<file path="config.mk">
export PLATFORM = sky130hd
export DESIGN_NAME = mul_div_unit
export DESIGN_NICKNAME = d
export VERILOG_FILES = /design/src/rtl/mul_div_unit_pkg.sv /design/src/rtl/muldiv_step.sv /design/src/rtl/mul_div_unit.sv
export SDC_FILE = /design/constraint.sdc
export NUM_CORES = 1
export LEC_CHECK = 0
export CAP_MARGIN = 20
export CORE_UTILIZATION = 57
export DETAILED_ROUTE_END_ITERATION = 10
export PLACE_DENSITY_LB_ADDON = 0.08
export SYNTH_ARGS = -nofsm -noshare
export SYNTH_HDL_FRONTEND = slang
export SYNTH_HIERARCHICAL = 1
export SYNTH_SLANG_ARGS = --single-unit
</file>
<file path="constraint.sdc">
create_clock -name clk -period 13.51 [get_ports clk]
set_input_delay 1.351 -clock clk [delete_from_list [all_inputs] [get_ports clk]]
set_output_delay 1.351 -clock clk [all_outputs]
set_load 0.02 [all_outputs]
</file>
<file path="src/rtl/mul_div_unit_pkg.sv">
// Shared constants for the iterative multiply/divide unit:
// op encodings, FSM state encoding and iteration count.
package mul_div_unit_pkg;

  localparam logic [1:0] MD_MULT  = 2'b00;
  localparam logic [1:0] MD_MULTU = 2'b01;
  localparam logic [1:0] MD_DIV   = 2'b10;
  localparam logic [1:0] MD_DIVU  = 2'b11;

  localparam int         ITER_COUNT = 32;
  localparam logic [4:0] LAST_STEP  = 5'(ITER_COUNT - 1);

  typedef enum logic [1:0] {
    IDLE = 2'b00,
    CALC = 2'b01,
    FIX  = 2'b10
  } md_state_e;

endpackage

</file>
<file path="src/rtl/muldiv_step.sv">
// One radix-2 iteration on a 64-bit accumulator: shift-add for multiply,
// restoring trial-subtract for divide. Purely combinational.
module muldiv_step (
  input  logic        mode_div,
  input  logic [63:0] acc,
  input  logic [31:0] operand,
  output logic [63:0] acc_next
);

  logic [32:0] sum;
  logic [32:0] diff;

  // Remainder plus the next dividend bit can reach 33 bits, so the trial
  // subtract runs at 33 bits and its borrow decides the quotient bit.
  always_comb begin
    sum      = {1'b0, acc[63:32]} + {1'b0, operand};
    diff     = acc[63:31] - {1'b0, operand};
    acc_next = acc;
    if (mode_div) begin
      if (!diff[32])
        acc_next = {diff[31:0], acc[30:0], 1'b1};
      else
        acc_next = {acc[62:0], 1'b0};
    end else begin
      if (acc[0])
        acc_next = {sum, acc[31:1]};
      else
        acc_next = {1'b0, acc[63:1]};
    end
  end

endmodule

</file>
<file path="src/rtl/mul_div_unit.sv">
// Iterative 32-step multiply/divide unit holding the architectural HI/LO
// registers; busy stalls HI/LO consumers while an op is in flight.
module mul_div_unit
  import mul_div_unit_pkg::*;
(
  input  logic        clk,
  input  logic        rst,
  input  logic        start,
  input  logic [1:0]  op,
  input  logic [31:0] In1,
  input  logic [31:0] In2,
  input  logic        mthi,
  input  logic        mtlo,
  output logic        busy,
  output logic        done,
  output logic [31:0] hi,
  output logic [31:0] lo
);

  md_state_e   state_reg, state_next;
  logic        busy_reg, busy_next;
  logic        done_reg, done_next;
  logic [4:0]  count_reg;
  logic        div_mode_reg;
  logic        neg_res_reg;
  logic        neg_rem_reg;
  logic        div_zero_reg;
  logic [31:0] in1_reg;
  logic [31:0] opnd_reg;
  logic [63:0] acc_reg;
  logic [63:0] acc_next;
  logic [31:0] hi_reg, lo_reg;

  logic        signed_op;
  logic [31:0] mag_a, mag_b;
  logic [63:0] prod_fix;
  logic [31:0] hi_fix, lo_fix;

  muldiv_step u_step (
    .mode_div (div_mode_reg),
    .acc      (acc_reg),
    .operand  (opnd_reg),
    .acc_next (acc_next)
  );

  always_comb begin
    signed_op = (op == MD_MULT) || (op == MD_DIV);
    mag_a     = (signed_op && In1[31]) ? -In1 : In1;
    mag_b     = (signed_op && In2[31]) ? -In2 : In2;
  end

  // State register, plus busy/done registered from the FSM decode
  always_ff @(posedge clk or posedge rst) begin
    if (rst) begin
      state_reg <= IDLE;
      busy_reg  <= 1'b0;
      done_reg  <= 1'b0;
    end else begin
      state_reg <= state_next;
      busy_reg  <= busy_next;
      done_reg  <= done_next;
    end
  end

  always_comb begin
    state_next = state_reg;
    case (state_reg)
      IDLE:    if (start) state_next = CALC;
      CALC:    if (count_reg == LAST_STEP) state_next = FIX;
      FIX:     state_next = IDLE;
      default: state_next = IDLE;
    endcase
  end

  always_comb begin
    busy_next = (state_next != IDLE);
    done_next = (state_reg == FIX);
  end

  // Sign correction; divide-by-zero bypasses the iterative result entirely
  always_comb begin
    prod_fix = neg_res_reg ? -acc_reg : acc_reg;
    hi_fix   = prod_fix[63:32];
    lo_fix   = prod_fix[31:0];
    if (div_mode_reg) begin
      if (div_zero_reg) begin
        hi_fix = in1_reg;
        lo_fix = 32'hFFFF_FFFF;
      end else begin
        hi_fix = neg_rem_reg ? -acc_reg[63:32] : acc_reg[63:32];
        lo_fix = neg_res_reg ? -acc_reg[31:0]  : acc_reg[31:0];
      end
    end
  end

  always_ff @(posedge clk or posedge rst) begin
    if (rst) begin
      count_reg    <= '0;
      div_mode_reg <= 1'b0;
      neg_res_reg  <= 1'b0;
      neg_rem_reg  <= 1'b0;
      div_zero_reg <= 1'b0;
      in1_reg      <= '0;
      opnd_reg     <= '0;
      acc_reg      <= '0;
      hi_reg       <= '0;
      lo_reg       <= '0;
    end else begin
      case (state_reg)
        IDLE: begin
          if (start) begin
            count_reg    <= '0;
            div_mode_reg <= op[1];
            neg_res_reg  <= signed_op & (In1[31] ^ In2[31]);
            neg_rem_reg  <= signed_op & In1[31];
            div_zero_reg <= (In2 == 32'd0);
            in1_reg      <= In1;
            if (op[1]) begin
              acc_reg  <= {32'd0, mag_a};
              opnd_reg <= mag_b;
            end else begin
              acc_reg  <= {32'd0, mag_b};
              opnd_reg <= mag_a;
            end
          end else begin
            if (mthi) hi_reg <= In1;
            if (mtlo) lo_reg <= In1;
          end
        end
        CALC: begin
          acc_reg   <= acc_next;
          count_reg <= count_reg + 5'd1;
        end
        FIX: begin
          hi_reg <= hi_fix;
          lo_reg <= lo_fix;
        end
        default: ;
      endcase
    end
  end

  assign busy = busy_reg;
  assign done = done_reg;
  assign hi   = hi_reg;
  assign lo   = lo_reg;

endmodule

</file>
======== Word-level counts from Yosys, hierarchy flattened ========
Cells that the tools add are included.
word-level totals
  register bits ........................... 205
  bits of input ports ..................... 71
  output and inout bits ................... 66
  logic and storage cells ................. 72
cells by class
  $add $sub $neg .......................... 8
  equality and inequality tests ........... 8
  mux-type cells .......................... 27
  bitwise logic cells ..................... 3
  reduce and logical (&&, ||, !) cells .... 13
operators by type and width
  kind                 number
  $mux 32              14
  $mux 64              5
  $neg 32->32          4
  $pmux 32 s2          2
  $pmux 64 s2          1
  $neg 64->64          1
  $add 32x32->33       1
  $sub 33x32->33       1
  $logic_not 32->1     1
  $pmux 5 s2           1
  $ne 2x2->1 const B   4
  $reduce_and 3->1     2
  $reduce_bool 2->1    3
  $add 5x1->5 const B  1
  $eq 5x5->1 const B   1
  $mux 5               1
  $eq 2x2->1 const B   2
  $logic_not 2->1      2
  $mux 2               2
  $pmux 2 s2           1
  $reduce_and 2->1     2
  $and 1x1->1          2
  $eq 2x1->1 const B   1
  $logic_and 1x1->1    2
  other kinds (2)      2

======== Longest topological paths before layout ========
Gate-level depths: netlist of the first run.
  word-level depth ........................ 7
  mapped depth ............................ 15
  gate-level depth less buffers ........... 14

======== By module ========
Netlist of the first run, hierarchy kept.
modules (own cells, without submodules)
  module        times used  cells each  area an instance (um^2)  seq. area each (um^2)
  mul_div_unit  1           1533        13041.3                  5129.9
  muldiv_step   1           684         4797.1                   0.0

======== Worst setup path after synthesis of the first run ========
No wires, ideal clock.
  path kind ............................... register to register
  start point ............................. register acc_reg[32]
  end point ............................... register acc_reg[61]
  setup time .............................. 121 ps
  data arrival time ....................... 3413 ps
  data required time ...................... 13389 ps
  path slack .............................. 9976 ps
  stages on the path, launching flop included .. 13
  buffers on the path ..................... 0
  period minus slack after synthesis ...... 3534 ps
  cell sequence ........................... dfrtp_1 -> ha_1 -> fa_1 -> a211oi_2 -> o21ai_2 -> o2111a_1 -> a2111oi_4 -> o21ai_2 -> a211o_1 -> a311o_1 -> a311oi_1 -> a211oi_1 -> a22o_1
on the way
  word-level cells in the longest chain between the ends .. 4
  elaborated cells between the ends (all ways) .. 6
  those cells by class .................... add/sub: 2; mux: 4
ends and longest elaborated chain
  what                                                     line                                  RTL
  start: declaration                                       mul_div_unit.sv:30                    logic [63:0] acc_reg;
  start signal: assignment                                 mul_div_unit.sv:119                   acc_reg <= {32'd0, mag_a};
  start signal: assignment                                 mul_div_unit.sv:122                   acc_reg <= {32'd0, mag_b};
  start signal: assignment                                 mul_div_unit.sv:131                   acc_reg <= acc_next;
  $sub 33x32->33 / $add 32x32->33 (equally long branches)  muldiv_step.sv:17, muldiv_step.sv:16
  $mux 64 (on tied branches)                               muldiv_step.sv:20, muldiv_step.sv:25
  $mux 64 *                                                muldiv_step.sv:19                     if (mode_div) begin
  net acc_next[61]                                         mul_div_unit.sv:31                    logic [63:0] acc_next;
  $pmux 64 s2 *                                            mul_div_unit.sv:109                   case (state_reg)
Mark *: on every way through the listed nets, which the timed path passes. The rest lies on a longest branch.
A chain may end at the register's enable or synchronous reset.

======== Final worst setup path of the first run ========
  start point ............................. register acc_reg[31]
  end point ............................... register acc_reg[0]
on the way
  word-level cells in the longest chain between the ends .. 4
ends and longest elaborated chain
  what             line                 RTL
  $sub 33x32->33   muldiv_step.sv:17    diff = acc[63:31] - {1'b0, operand};
  $mux 64          muldiv_step.sv:20    if (!diff[32])
  $mux 64          muldiv_step.sv:19
  net acc_next[0]  mul_div_unit.sv:31
  $pmux 64 s2      mul_div_unit.sv:109
The timed path passes the listed nets, and every way through them passes these cells.

==> reports/results.md, run 1 <==
| Step | Result | Reported |
|:---|:---|:---|
| outcome | Result of the run | complete, no violations |
| layout | Layout net count | 2,393 |
| layout | Utilization after layout | 0.663 |
| layout | Post-route cell area | 20,300 sq um |
| logic synthesis | Simple-gate area share of the yosys netlist | 0.195 |
| min path | Kind of path behind the tightest hold check | reg -> reg |
| floorplanning | Die width | 179 um |
| drt | Number of vias per cell | 7.05 |
| clocking | Number of H-tree levels | 1 |
| layout | Area growth from synthesis to layout | 14.0% |
| setup path | Max Fanout on Critical Path | 19 |
| setup path | WP data required | 13.95 ns |
| floorplanning | Starting density of the core | 0.582 |
| clocking | Max Buffers Root-to-Sink | 3 |
| sta | Endpoints failing setup | 0 |
| drt | Average detailed-routed wire length per instance | 26.1 um |
| logic synthesis | Share of synthesized cell area in full adder, half adder and majority cells | 0.0513 |
| global route | Number of antenna violations at the first check in global routing | 0 |
| sta | Max-slew headroom at the worst pin | 0.342 |
| global route | Largest net degree at the start of global routing | 92 |
| logic synthesis | Synth cell count leaders | sky130_fd_sc_hd__nand2_1 (248), sky130_fd_sc_hd__dfrtp_1 (205), sky130_fd_sc_hd__a21oi_1 (203), sky130_fd_sc_hd__nor2_1 (140), sky130_fd_sc_hd__clkbuf_1 (137) |
| logic synthesis | Number of enable-type register cells in the synthesized netlist | 0 |
| setup path | Start of the worst register-to-register path | acc_reg[31] |
| logic synthesis | Average size of a mapped cell | 8.05 sq um |
| layout | Largest register FFs | 64 |
| place | Half-perimeter wire length of the detailed placement result | 50,000 um |
| logic synthesis | Complex-gate fraction of the synthesized area | 0.279 |
| clocking | # resized after CTS | 0 |
| logic synthesis | Synthesized Nets | 2,360 |
| setup path | Flop2flop setup slack | 8.86 ns |
| layout | Layout cell share with drive strength beyond 1 | 0.0722 |
| logic synthesis | Predominant post-synthesis flop cell | sky130_fd_sc_hd__dfrtp_1 |
| power | Pwr Total | 5.95 mW |
| layout | Post-Layout Cell Count | 2,667 |
| setup path | Critical path start-end classification | reg -> reg |
| logic synthesis | Synth unique cells | 84 |
| clocking | Clock Latency Late Sink | 0.57 ns |
| drt | Final WL | 69,500 um |
| logic synthesis | Most common cell in the netlist | sky130_fd_sc_hd__nand2_1 |
| sta | Transition time at the pin with the least slew margin | 0.977 ns |
| sta | Highest attainable clock frequency | 215 MHz |
| clocking | Clock transition at the registers of the reported paths | 0.06 ns |
| clocking | Number of buffers inserted during clock tree synthesis | 26 |
| floorplanning | Placeable core area | 30,700 sq um |
| logic synthesis | XOR/XNOR Fraction of Synth Area | 0.0835 |
| setup path | Worst path max stage delay | 0.74 ns |
| place | Worst setup slack before clock tree synthesis | 8.71 ns |
| setup path | Critical path endpoint | acc_reg[0] |
| setup path | CP max stage cell | sky130_fd_sc_hd__nor3_4 |
| drt | Number of violations reported at the end of detailed-routing iteration 0 | 2,508 |
| drt | Number of vias in the routed layout | 18,800 |
| logic synthesis | Syn. warnings | 6 |
| setup path | Worst Reg-to-Reg Cells | 15 |
| floorplanning | I/O pin count | 137 |
| place | Final RePlAce weighted congestion | 1.01 |
| floorplanning | Die footprint | 32,000 sq um |
| setup path | Kind of end point of the critical path | flip-flop |
| logic synthesis | Share of synthesized area spent on multiplexers | 0.0514 |
| floorplanning | Num rows | 64 |
| global route | Wire length of the first global-routing pass | 104,000 um |
| sta | Count of final hold-check violations | 0 |
| drt | Post-route DRC violation count | 0 |
| setup path | Type of element launching the critical path | flip-flop |
| floorplanning | Height of the die | 179 um |
| min path | Startpoint of the tightest hold check path | in1_reg[5] |
| sta | Final critical-path required period | 4.65 ns |
| setup path | Series of cell instances along the critical path | inv_1 > ha_1 > fa_1 > nand2b_1 > a21oi_1 > o2111ai_1 > a21oi_1 > o2111ai_1 > and3_1 > nor3_4 > buf_4 > nor2_1 > a21o_1 > a22oi_1 > o22ai_1 |
| clocking | Setup Fix Bufs, Post-CTS | 0 |
| logic synthesis | Synth top area share | 0.288 |
| power | Power density over the cells | 293 nW/um^2 |
| sta | Unrepaired setup endpoints after global routing | false |
| layout | Filler Cell Count | 2,644 |
| clocking | Number of clock sinks | 205 |
| logic synthesis | Sequential-to-total area share from yosys stat | 0.288 |
| setup path | Worst setup path startpoint | acc_reg[31] |
| place | Placed cell area | 19,400 sq um |
| power | Worst vdd ir | 0.166 mV |
| run | Max Cap Viol | 0 |
| setup path | Endpoint of the worst register-to-register path | acc_reg[0] |
| place | Number of port buffers | 136 |
| drt | Antenna viol nets, final | 0 |
| logic synthesis | Cell types with the largest area share after synthesis | sky130_fd_sc_hd__dfrtp_1 (29%), sky130_fd_sc_hd__a21oi_1 (5.7%), sky130_fd_sc_hd__nand2_1 (5.2%) |
| logic synthesis | Async set or reset register ratio after synthesis | 1.00 |
| layout | Area of combinational cells with multiple inputs | 11,800 sq um |
| sta | Final hold slack | 0.479 ns |
| logic synthesis | Post-synthesis instance area | 17,800 sq um |
| logic synthesis | Flip-flop and latch count after synthesis | 205 |
| global route | Remaining global-route overflow | 0 |
| logic synthesis | Post-synth top area cell | sky130_fd_sc_hd__dfrtp_1 |
| clocking | TritonCTS clock tree | yes |
| clocking | Clock root cell | sky130_fd_sc_hd__clkbuf_16 |
| sta | Setup tns final | 0 ns |
| power | LEAKAGE | 8.31 nW |
| drt | Number of iterations in the first detailed-routing pass | 8 |
| sta | Worst clock skew | 0.0194 ns |
| sta | Min setup slack post-route | 8.86 ns |
| logic synthesis | Dominant combinational cell family by area after synthesis | compound AO/OA/AOI/OAI gates |
| setup path | Data arrival time of the worst path | 5.08 ns |
| place | Placed Instances | 2,617 |
| clocking | Count of hold buffers inserted by post-cts repair | 0 |
| sta | Total count of max-transition violations in the final report | 0 |
| logic synthesis | Cell count after synthesis | 2,217 |
| layout | Footprint of the flip-flops and latches | 5140 sq um |
| global route | Overall routing resource usage | 0.431 |
| sta | Period Utilization, post-route | 0.344 |
| global route | Via count of the first global-routing pass | 17,500 |
worst min path at each step:
stage,end,cells after the start
after floorplan,in1_reg[3],2
final,in1_reg[5],2
after CTS,in1_reg[5],2
after global routing,in1_reg[24],2
after detailed placement,in1_reg[17],2
after global placement,in1_reg[0],2
cell type report:
cell class,count,area share
Clock inverter,20,0.0121
Multi-Input combinational cell,1767,0.582
Clock buffer,28,0.0334
Tap cell,396,0.0244
Timing Repair Buffer,170,0.0805
Sequential cell,205,0.253
Inverter,80,0.0151
Antenna cell,1,0.000123
report_power, final:
part | switching (mW) | internal, mW | leakage, nW
sequential | 0.519 | 0.906 | 2.50
clock | 0.318 | 0.444 | 0.428
combinational | 2.12 | 1.64 | 5.39
total | 2.96 | 2.99 | 8.31
layer usage:
metal	track usage	share of wire	vias up
li1	-	-	8294
met1	0.590	0.40	9043
met2	0.634	0.42	1223
met3	0.0846	0.11	242
met4	0.240	0.062	0
met5	0	0	-
worst max-delay path, delay by kind of cell (launching register included):
kind / cells / cell delay (ns)
AND/OR/NAND/NOR: 4 / 1.38
flip-flops: 1 / 0.41
buffers and inverters: 2 / 0.59
AO/OA/AOI/OAI: 7 / 1.46
adder cells (fa/ha/maj): 2 / 0.66
kinds of logic after synthesis:
kind of cell | after synthesis
AOI/OAI and AO/OA | 731
muxes | 87
buffers and inverters | 245
adders and majority gates | 72
and+or+nand+nor | 707
DFF | 205
xor gates and xnor gates | 170
layout by cell type (no fill, tap or decap), types with 49 or more instances in the layout:
| master | netlist | layout |
|---|---|---|
| sky130_fd_sc_hd__a21oi_1 | 203 | 203 |
| sky130_fd_sc_hd__clkdlybuf4s50_1 | 0 | 136 |
| sky130_fd_sc_hd__dfrtp_1 | 205 | 202 |
| sky130_fd_sc_hd__ha_1 | 70 | 70 |
| sky130_fd_sc_hd__inv_1 | 77 | 76 |
| sky130_fd_sc_hd__mux2i_1 | 50 | 50 |
| sky130_fd_sc_hd__nand2_1 | 248 | 247 |
| sky130_fd_sc_hd__nand3_1 | 49 | 49 |
| sky130_fd_sc_hd__nor2_1 | 140 | 139 |
| sky130_fd_sc_hd__o21ai_0 | 113 | 113 |
| sky130_fd_sc_hd__xnor2_1 | 80 | 80 |
| sky130_fd_sc_hd__xor2_1 | 90 | 90 |
Note: power is estimated with default switching activity, not from simulation.
==> run 2, diff against run 1 <==
==> constraint.sdc (replaced) <==
create_clock -name clk -period 4.66 [get_ports clk]
set_input_delay 0.466 -clock clk [delete_from_list [all_inputs] [get_ports clk]]
set_output_delay 0.466 -clock clk [all_outputs]
set_load 0.02 [all_outputs]
==> reports/results.md, run 2 (synthesized netlist as in run 1, its figures left out) <==
| Step | Result | Reported |
|:---|:---|:---|
| outcome | Result of the run | complete, no violations |
| layout | Most common cell after layout, fill and taps aside | sky130_fd_sc_hd__nand2_1 |
| floorplanning | Starting density of the core | 0.582 |
| sta | Max-slew headroom at the worst pin | 0.374 |
| clocking | Count of hold buffers inserted by post-cts repair | 0 |
| place | Number of port buffers | 136 |
| layout | Area of combinational cells with multiple inputs | 11,800 sq um |
| clocking | Number of buffers inserted during clock tree synthesis | 26 |
| place | Final RePlAce weighted congestion | 1.02 |
| floorplanning | Die width | 179 um |
| sta | Worst clock skew | 0.0160 ns |
| power | Worst vdd ir | 0.375 mV |
| clocking | TritonCTS clock tree | yes |
| floorplanning | Num rows | 64 |
| run | Max Cap Viol | 0 |
| clocking | # resized after CTS | 0 |
| drt | Number of vias per cell | 6.97 |
| place | Half-perimeter wire length of the detailed placement result | 49,800 um |
| floorplanning | Height of the die | 179 um |
| clocking | Clock root cell | sky130_fd_sc_hd__clkbuf_16 |
| clocking | Number of H-tree levels | 1 |
| sta | Period Utilization, post-route | 0.887 |
| power | Power density over the cells | 842 nW/um^2 |
| setup path | Type of element launching the critical path | flip-flop |
| drt | Number of vias in the routed layout | 18,700 |
| sta | Highest attainable clock frequency | 242 MHz |
| setup path | Max Fanout on Critical Path | 10 |
| setup path | Cell repeated most along the worst path | sky130_fd_sc_hd__o21ai_2 |
| setup path | Worst path max stage delay | 0.50 ns |
| sta | Count of final hold-check violations | 0 |
| layout | Area growth from synthesis to layout | 15.2% |
| drt | Post-route DRC violation count | 0 |
| sta | Unrepaired setup endpoints after global routing | false |
| floorplanning | Die footprint | 32,000 sq um |
| sta | Transition time at the pin with the least slew margin | 0.931 ns |
| global route | Wire length of the first global-routing pass | 103,000 um |
| setup path | CP max stage cell | sky130_fd_sc_hd__dfrtp_1 |
| layout | Number of antenna repair diodes | 0 |
| clocking | Max Buffers Root-to-Sink | 3 |
| setup path | Family with the most delay on the worst path | compound AO/OA/AOI/OAI gates |
| sta | Total count of max-transition violations in the final report | 0 |
| sta | Setup tns final | 0 ns |
| layout | Largest register FFs | 64 |
| setup path | Critical path start-end classification | reg -> reg |
| global route | Remaining global-route overflow | 0 |
| global route | Largest net degree at the start of global routing | 76 |
| global route | Number of antenna violations at the first check in global routing | 2 |
| layout | Layout cell share with drive strength beyond 1 | 0.0802 |
| setup path | Kind of end point of the critical path | flip-flop |
| clocking | Clock transition at the registers of the reported paths | 0.06 ns |
| drt | Final WL | 68,600 um |
| floorplanning | I/O pin count | 137 |
| setup path | Data arrival time of the worst path | 4.57 ns |
| layout | Footprint of the flip-flops and latches | 5140 sq um |
| power | LEAKAGE | 8.47 nW |
| drt | Number of iterations in the first detailed-routing pass | 8 |
| drt | Average detailed-routed wire length per instance | 25.5 um |
| clocking | Setup Fix Bufs, Post-CTS | 0 |
| setup path | Series of cell instances along the critical path | ha_1 > fa_1 > a211oi_2 > o21ai_2 > o2111a_1 > a2111oi_4 > o21ai_2 > a211o_1 > a311o_1 > a311oi_1 > a211oi_1 > a22o_1 |
| layout | Filler Cell Count | 2,649 |
| clocking | Clock Latency Late Sink | 0.56 ns |
| clocking | Number of clock sinks | 205 |
| sta | Endpoints failing setup | 0 |
| drt | Antenna viol nets, final | 0 |
| global route | Overall routing resource usage | 0.426 |
| sta | Final critical-path required period | 4.13 ns |
| global route | Via count of the first global-routing pass | 17,500 |
| layout | Utilization after layout | 0.670 |
| min path | Kind of path behind the tightest hold check | in -> async |
| layout | Layout net count | 2,417 |
| drt | Number of violations reported at the end of detailed-routing iteration 0 | 2,245 |
| floorplanning | Placeable core area | 30,700 sq um |
| setup path | WP data required | 5.10 ns |
| layout | Most frequent cells in the layout | sky130_fd_sc_hd__nand2_1 (247), sky130_fd_sc_hd__a21oi_1 (203), sky130_fd_sc_hd__dfrtp_1 (202) |
| setup path | CP bufs+invs | 0 |
==> run 2: final timing paths <==
check                            startpoint          end  slack, ns  depth (start not counted)
worst max-delay path            acc_reg[32]  acc_reg[61]       0.53                         12
worst min register to register  in1_reg[13]  in1_reg[13]       0.48                          2
max in group asynchronous               rst  acc_reg[51]       3.34                          3
worst max register to register  acc_reg[32]  acc_reg[61]       0.53                         12
worst min-delay path                    rst         done       0.40                          2
min in group clk                in1_reg[13]  in1_reg[13]       0.48                          2
==> run 2: final cells by class <==
class,instances,share of cell area
multi-input cells,1767,0.575
well taps,396,0.0241
flip-flops and latches,205,0.250
clock buffers,37,0.0381
inverters,80,0.0148
clock inverters,11,0.00907
repair buffers,194,0.0892
==> run 2: report_power, final <==
part	internal, mW	total [mW]	switching, mW
clock network	1.44	2.29	0.851
logic	4.82	11.0	6.17
registers	2.63	4.04	1.41
==> run 2: routing by layer <==
metal / wire length (um) / GRT usage / up-vias
met1: 27300 / 0.570 / 9027
met4: 4400 / 0.242 / 2
li1: - / - / 8353
met5: 13 / 0 / -
met3: 7600 / 0.0903 / 233
met2: 29300 / 0.635 / 1129
==> run 2: stage by stage <==
step	total power, mW	instance area [sq um]	hold slack [ns]	worst slack (ns)	cells
floorplan	11.5	17800	0.442	1.13	2217
global placement	14.4	19600	0.456	0.768	2642
detailed placement	14.6	19600	0.464	0.653	2642
CTS	17.0	20600	0.418	0.581	2690
global route	18.4	20600	0.462	0.352	2690
finish	17.3	20600	0.399	0.527	2690
==> run 2: worst reg2reg max path, stage by stage, from the launching register on <==
cell                        delay [ns]
sky130_fd_sc_hd__dfrtp_1          0.50
sky130_fd_sc_hd__ha_1             0.30
sky130_fd_sc_hd__fa_1             0.48
sky130_fd_sc_hd__a211oi_2         0.30
sky130_fd_sc_hd__o21ai_2          0.14
sky130_fd_sc_hd__o2111a_1         0.28
sky130_fd_sc_hd__a2111oi_4        0.50
sky130_fd_sc_hd__o21ai_2          0.21
sky130_fd_sc_hd__a211o_1          0.34
sky130_fd_sc_hd__a311o_1          0.38
sky130_fd_sc_hd__a311oi_1         0.28
sky130_fd_sc_hd__a211oi_1         0.09
sky130_fd_sc_hd__a22o_1           0.22
